[src/rtl/instr_mem_pkg.sv]
// Shared constants for the fetch-stage instruction memory.
package instr_mem_pkg;

    // Instruction word width and implemented address space.
    localparam int DATA_WIDTH = 16;
    localparam int ADDR_BITS  = 8;
    localparam int DEPTH      = 1 << ADDR_BITS;

    // Width of the address bus presented by the fetch stage.
    localparam int ADDR_WIDTH = 16;

    // R_WR encoding.
    localparam logic MODE_WRITE = 1'b0;
    localparam logic MODE_READ  = 1'b1;

    // enable is active-low.
    localparam logic EN_ACTIVE  = 1'b0;

endpackage : instr_mem_pkg

[src/rtl/instr_mem_array.sv]
// Plain single-port RAM: synchronous write, combinational read port.
// No reset; contents start at zero and persist across system reset.
module instr_mem_array
    import instr_mem_pkg::*;
#(
    parameter int WORD_W = instr_mem_pkg::DATA_WIDTH,
    parameter int ABITS  = instr_mem_pkg::ADDR_BITS
) (
    input  logic              clk,
    input  logic              we,
    input  logic [ABITS-1:0]  addr,
    input  logic [WORD_W-1:0] wdata,
    output logic [WORD_W-1:0] rdata
);

    localparam int WORDS = 1 << ABITS;

    // Storage; power-up contents are all zero.
    logic [WORD_W-1:0] mem_q [WORDS] = '{default: '0};

    // Store the write word on the rising edge when the write strobe is set.
    always_ff @(posedge clk) begin
        if (we) begin
            mem_q[addr] <= wdata;
        end
    end

    // The top-level output register captures this value, giving a one-cycle read.
    assign rdata = mem_q[addr];

endmodule : instr_mem_array

[src/rtl/instr_mem.sv]
// Fetch-stage instruction memory: range check, enable/mode decode and the
// registered, resettable instruction output around a plain RAM.
module instr_mem
    import instr_mem_pkg::*;
#(
    parameter int DATA_WIDTH = instr_mem_pkg::DATA_WIDTH,
    parameter int ADDR_BITS  = instr_mem_pkg::ADDR_BITS
) (
    input  logic                  clk,
    input  logic                  reset,
    input  logic [15:0]           address,
    input  logic [DATA_WIDTH-1:0] setup,
    input  logic                  R_WR,
    input  logic                  enable,
    output logic [DATA_WIDTH-1:0] instruction
);

    logic                  in_range;
    logic                  active;
    logic                  do_write;
    logic                  do_read;
    logic                  mem_we;
    logic [DATA_WIDTH-1:0] mem_rdata;
    logic [DATA_WIDTH-1:0] instr_d;
    logic [DATA_WIDTH-1:0] instr_q;

    // Any address bit above the implemented range makes the access out of range.
    assign in_range = ((address >> ADDR_BITS) == 16'd0);

    // Decode the active-low enable and the read/write mode.
    assign active   = (enable == EN_ACTIVE);
    assign do_write = active && (R_WR == MODE_WRITE);
    assign do_read  = active && (R_WR == MODE_READ);

    // Reset suppresses writes; out-of-range writes are dropped rather than aliased.
    assign mem_we = !reset && do_write && in_range;

    instr_mem_array #(
        .WORD_W (DATA_WIDTH),
        .ABITS  (ADDR_BITS)
    ) u_array (
        .clk   (clk),
        .we    (mem_we),
        .addr  (address[ADDR_BITS-1:0]),
        .wdata (setup),
        .rdata (mem_rdata)
    );

    // Next output: new word on an in-range read, zero on an out-of-range read, else hold.
    always_comb begin
        instr_d = instr_q;
        if (do_read) begin
            instr_d = in_range ? mem_rdata : '0;
        end
    end

    // Output register; reset clears it but never touches memory contents.
    always_ff @(posedge clk) begin
        if (reset) begin
            instr_q <= '0;
        end else begin
            instr_q <= instr_d;
        end
    end

    assign instruction = instr_q;

endmodule : instr_mem

[config.mk]
export PLATFORM = sky130hd
export DESIGN_NAME = instr_mem
export DESIGN_NICKNAME = d
export VERILOG_FILES = /design/src/rtl/instr_mem_pkg.sv /design/src/rtl/instr_mem_array.sv /design/src/rtl/instr_mem.sv
export SDC_FILE = /design/constraint.sdc
export NUM_CORES = 2
export LEC_CHECK = 0
export CAP_MARGIN = 10
export CORE_ASPECT_RATIO = 0.7
export CORE_MARGIN = 1.5
export CORE_UTILIZATION = 45
export CTS_CLUSTER_SIZE = 25
export DETAILED_ROUTE_END_ITERATION = 6
export HOLD_SLACK_MARGIN = 0.1
export PLACE_DENSITY = 0.61
export SLEW_MARGIN = 20
export SYNTH_ARGS = -nofsm -noshare
export SYNTH_HDL_FRONTEND = slang
export SYNTH_SLANG_ARGS = --single-unit
[constraint.sdc]
create_clock -name clk -period 4.69 [get_ports clk]
set_clock_uncertainty 0.15 [all_clocks]
set_input_delay 0.938 -clock clk [delete_from_list [all_inputs] [get_ports clk]]
set_output_delay 0.938 -clock clk [all_outputs]
set_load 0.01 [all_outputs]
# == After elaboration in Yosys (flattened, before gate mapping) ==
# Memory sizes are Yosys's and may differ from the RTL's.
# Index checks and enable logic that the tools add are counted.
# word_totals
register_bits,16
ram_bits,4096
inputBits,36
out_inout_bits,16
word_cells,13
memories,1
# memory_table
memory,depth,width,rd,rd_clocked_by_memory_dff,write_ports,line,source
u_array.mem_q,256,16,1,0,1,instr_mem_array.sv:19,logic [WORD_W-1:0] mem_q [WORDS] = '{default: '0};
# classes
n_mux,3
n_bitwise,2
n_reduce_logical,6
# op_table
cell,count
16-bit logical NOT,1
16-bit two-way mux,1
1-bit logical AND,4
1-bit two-way mux,2
1-bit NOT,2
1-bit logical NOT,1

# == Longest topological paths before layout ==
# logic_depth
ltp_word,6
mapped_depth,12
depth_no_buf,6

# == Modules after synthesis ==
# Synthesis repeated with hierarchy kept, for this count alone.
# hier_totals
hier_cells,6791
hier_area_um2,156008.4
# modules_own_cells
mod,instances,cells_per_inst,area_per_inst_um2,seq_area_each_um2
instr_mem_array,1,6711,155078.7,122998.0
instr_mem,1,80,929.6,320.3

# == Worst setup path before layout ==
# No wires, ideal clock.
# synth_timing
path_type,input -> register
startpoint,input port address[1]
endpoint,memory u_array.mem_q[182][0] in the netlist's numbering (enable)
setup_ns,0.388
arrival_ns,3.521
required_time_ns,4.152
setup_slack_ns,0.630
path_stages,11
n_path_buf,8
path_cell_list,buf_2 buf_6 buf_2 buf_4 buf_2 buf_2 buf_2 nor2b_1 nand2_1 buf_2 nor2_1
# synth_lines
element,line,source
start: declaration,instr_mem.sv:11,"input logic [15:0] address,"
end: declaration,instr_mem_array.sv:19,
# No word-level cell before the write port.

# == Worst setup path in the final report ==
# layout_timing
startpoint,input port address[0]
endpoint,"register instr_q[1], in the netlist instruction[1]"
# layout_between
elab_chain_cells,2
# layout_rtl
element,line,source
memory read 256 x 16 bit,n/a,
16-bit two-way mux,instr_mem.sv:53,instr_d = in_range ? mem_rdata : '0;
end signal: assignment,instr_mem.sv:62,instr_q <= instr_d;
end: declaration,instr_mem.sv:25,logic [DATA_WIDTH-1:0] instr_q;
# No other way between the ends.
# A chain may end at the register's enable or synchronous reset.

==> metrics.md <==
| Metric | Value |
|---|---|
| First-pass GRT wire length | `591000 um` |
| H-Tree Level Count | `5` |
| Pre-CTS setup slack | `-0.534 ns` |
| Synth Instances | `7305` |
| Total grt overflow | `0` |
| Status | `complete, but fails checks` |
| Commonest non-fill, non-tap cells in the layout | `4096 x edfxtp_1, 837 x mux4_2, 689 x buf_4` |
| Reg-to-reg slack, setup | `1.10 ns` |
| Clock sinks | `4112` |
| Ys flop type | `edfxtp_1` |
| Fin nets | `8115` |
| Setup repair after global routing missed its margin | `false` |
| # Post-CTS Setup Buffers | `0` |
| DR vias | `79.4k` |
| WP buf/inv | `5` |
| Critical setup path kind | `input port to register` |
| CTS resizes | `0` |
| Vias in the first global route | `77.3k` |
| Max Root-Sink Buffers | `4` |
| # setup viols final | `0` |
| Syn. warnings | `0` |
| Die area | `0.353 mm2` |
| Hold EP | `u_array.mem_q[125][0]` |
| CP cell instances | `buf_8, buf_12, buf_12, mux4_2, a22oi_1, nand2_1, a2111oi_1, buf_4, a41oi_1, buf_4, or3_1` |
| Vias per cell | `6.09` |
| Layout area overhead | `14.9%` |
| Failing checks | `design-rule violations` |
| Area of the multi-input gates | `0.0321 mm2` |
| TritonCTS Buffers | `379` |
| Pre-Repair DR Iteration Count | `7` |
| RD Place Congestion | `0.873` |
| Post-Syn Area | `0.157 mm2` |
| Syn_nets | `7341` |
| Crit path setup slack, layout | `0.484 ns` |
| Count of state elements after synthesis | `4112` |
| Mean Syn Cell Area | `21.5 um2` |
| Period minus WS final | `4.21 ns` |
| Largest net degree at the start of global routing | `135` |
| Port bufs | `51` |
| Max-cap violations | `0` |
| I/O pins | `52` |
| # fillers | `26.8k` |
| Slew HR | `18.3%` |
| Fin crit share | `89.7%` |
| Hold crit path type | `input port to register` |
| Worst reg2reg path depth | `8` |
| DRC viols | `4` |
| CP delay by family, top | `compound AO/OA/AOI/OAI gates` |
| Routed wire length | `423000 um` |
| CP Launch Type | `input port` |
| Sequential share of the synthesized area | `78.4%` |
| CP Max Fanout | `26` |
| Crit. End Element | `register` |
| Final core utilization | `52.0%` |
| PD cells | `410 mW/mm2` |
| Pleak | `57.5 nW` |
| Slew Limit Fails | `0` |
| CP max stage delay | `0.78 ns` |
| WP data arrival | `4.88 ns` |
| Worst setup path startpoint | `address[0]` |
| Reg area | `0.123 mm2` |
| Peak supply drop | `0.357 mV` |
| Worst r2r src | `u_array.mem_q[95][1]` |
| Clock transition at path regs | `0.07 ns` |
| Hold Buf Count CTS | `0` |
| Share of cells above drive strength 1 | `27.8%` |
| Clk Latency, worst-skew pair | `0.94 ns` |
| Clock tree from TritonCTS | `yes` |
| Avg WL per Cell | `32.4 um` |
| Worst-Margin Slew | `1.23 ns` |
| Commonest non-fill, non-tap cell in the layout | `edfxtp_1` |
| Root Driver | `clkbuf_16` |
| Die X | `710 um` |
| Final Hold Viols | `0` |
| Min-delay src | `setup[0]` |
| Dpl hpwl | `261000 um` |
| Die Y | `498 um` |
| Initial DRC Count | `11.1k` |
| Asr flop ratio synth | `0%` |
| Critical Path RT | `5.37 ns` |
| GR Util All Layers | `23.5%` |
| RR Endpoint | `instruction[1]` |
| Rows | `181` |
| Hold Path Cell Cnt | `1` |
| Initial Util | `45.2%` |
| Post-synth EDFFs | `4096` |
| Fmax | `238 MHz` |
| Crit-path slowest cell | `a2111oi_1` |
| DRT antenna net count | `0` |
| Core ar. | `0.348 mm2` |
| Library cells used by synthesis | `54` |
| Initial antenna violation count | `34` |
==> metal layers <==
layer / global-route usage (%) / wire length, um
met5: 0 / 60
met4: 5.20 / 9780
met3: 6.49 / 49700
met2: 33.7 / 185000
met1: 36.1 / 178000
==> state kept, by name (all words and copies together), names as in the netlist <==
| register | flops |
|---|---|
| u_array.mem_q | 4096 |
| instruction | 16 |
==> cell families after synthesis <==
family | count (synthesis) | synth area share, %
DFF | 4112 | 78.4
and+or+nand+nor | 843 | 2.44
buffers and inverters | 445 | 1.27
AOI/OAI and AO/OA | 608 | 2.86
muxes | 1297 | 15.0
==> power breakdown <==
group	total [W]	internal (W)	leakage [nW]	switching [W]
combinational	0.00359	0.00129	14.8	0.00231
clock	0.0302	0.0168	5.82	0.0134
sequential	0.0404	0.0404	36.9	0.000000192
total	0.0742	0.0585	57.5	0.0157
==> stage by stage <==
stage | total power [W] | hold WS [ns] | std cells | setup TNS (ns) | area (um2)
floorplan | 0.0428 | 0.469 | 7305 | 0 | 157000
global placement | 0.0447 | 0.479 | 12400 | -0.608 | 169000
detailed placement | 0.0448 | 0.459 | 12400 | -0.534 | 169000
CTS | 0.0746 | 0.168 | 13000 | 0 | 181000
global route | 0.0761 | 0.196 | 13000 | 0 | 181000
finish | 0.0742 | 0.230 | 13000 | 0 | 181000
==> worst reg2reg max path: stages, from the launching register on <==
cell	delay [ns]
edfxtp_1	0.35
mux4_2	0.47
a22oi_1	0.37
nand2_1	0.17
a2111oi_1	0.78
buf_4	0.24
a41oi_1	0.32
buf_4	0.29
or3_1	0.36
==> worst max-delay path by stage <==
stage                                 end  slack, ns  cells past startpoint
finish                     instruction[1]       0.48                     11
global route               instruction[1]       0.44                     11
CTS                        instruction[1]       0.46                     11
detailed placement         instruction[1]      -0.53                     11
global placement           instruction[1]      -0.61                     11
floorplan           u_array.mem_q[182][0]       0.63                     11
==> area by class of cell <==
cell class                 instances  share of cell area, %
inverter                           4                0.00969
multi-input combinational       2748                   17.7
tap                             4666                   3.23
antenna                            5                0.00692
clock buffer                     472                   5.58
sequential                      4112                   68.2
clock inverter                   205                  0.990
timing repair buffer             834                   4.24
==> cells in the mapped netlist (all sizes together) (7+ instances only) <==
| master | instances | share of area [%] |
|---|---|---|
| dfxtp | 16 | 0.20 |
| o31ai | 15 | 0.072 |
| o2111a | 15 | 0.11 |
| clkbuf | 216 | 0.52 |
| nor2b | 7 | 0.028 |
| mux2i | 336 | 2.1 |
| nand2b | 7 | 0.028 |
| a2111oi | 17 | 0.16 |
| a21oi | 36 | 0.11 |
| buf | 225 | 0.75 |
| nand2 | 199 | 0.47 |
| a31oi | 32 | 0.13 |
| a22oi | 114 | 0.54 |
| nor3 | 75 | 0.24 |
| o22ai | 187 | 0.74 |
| nand4 | 18 | 0.076 |
| or3 | 15 | 0.060 |
| nand3 | 147 | 0.47 |
| o21ai | 32 | 0.10 |
| nor2 | 303 | 0.72 |
| and3 | 21 | 0.084 |
| a41oi | 31 | 0.17 |
| mux2 | 124 | 0.89 |
| edfxtp | 4096 | 78 |
| a41o | 15 | 0.095 |
| mux4 | 837 | 12 |
| or4 | 15 | 0.072 |
| a22o | 60 | 0.33 |
| a221oi | 46 | 0.26 |
No activity file was read; power rests on OpenSTA's default activity.
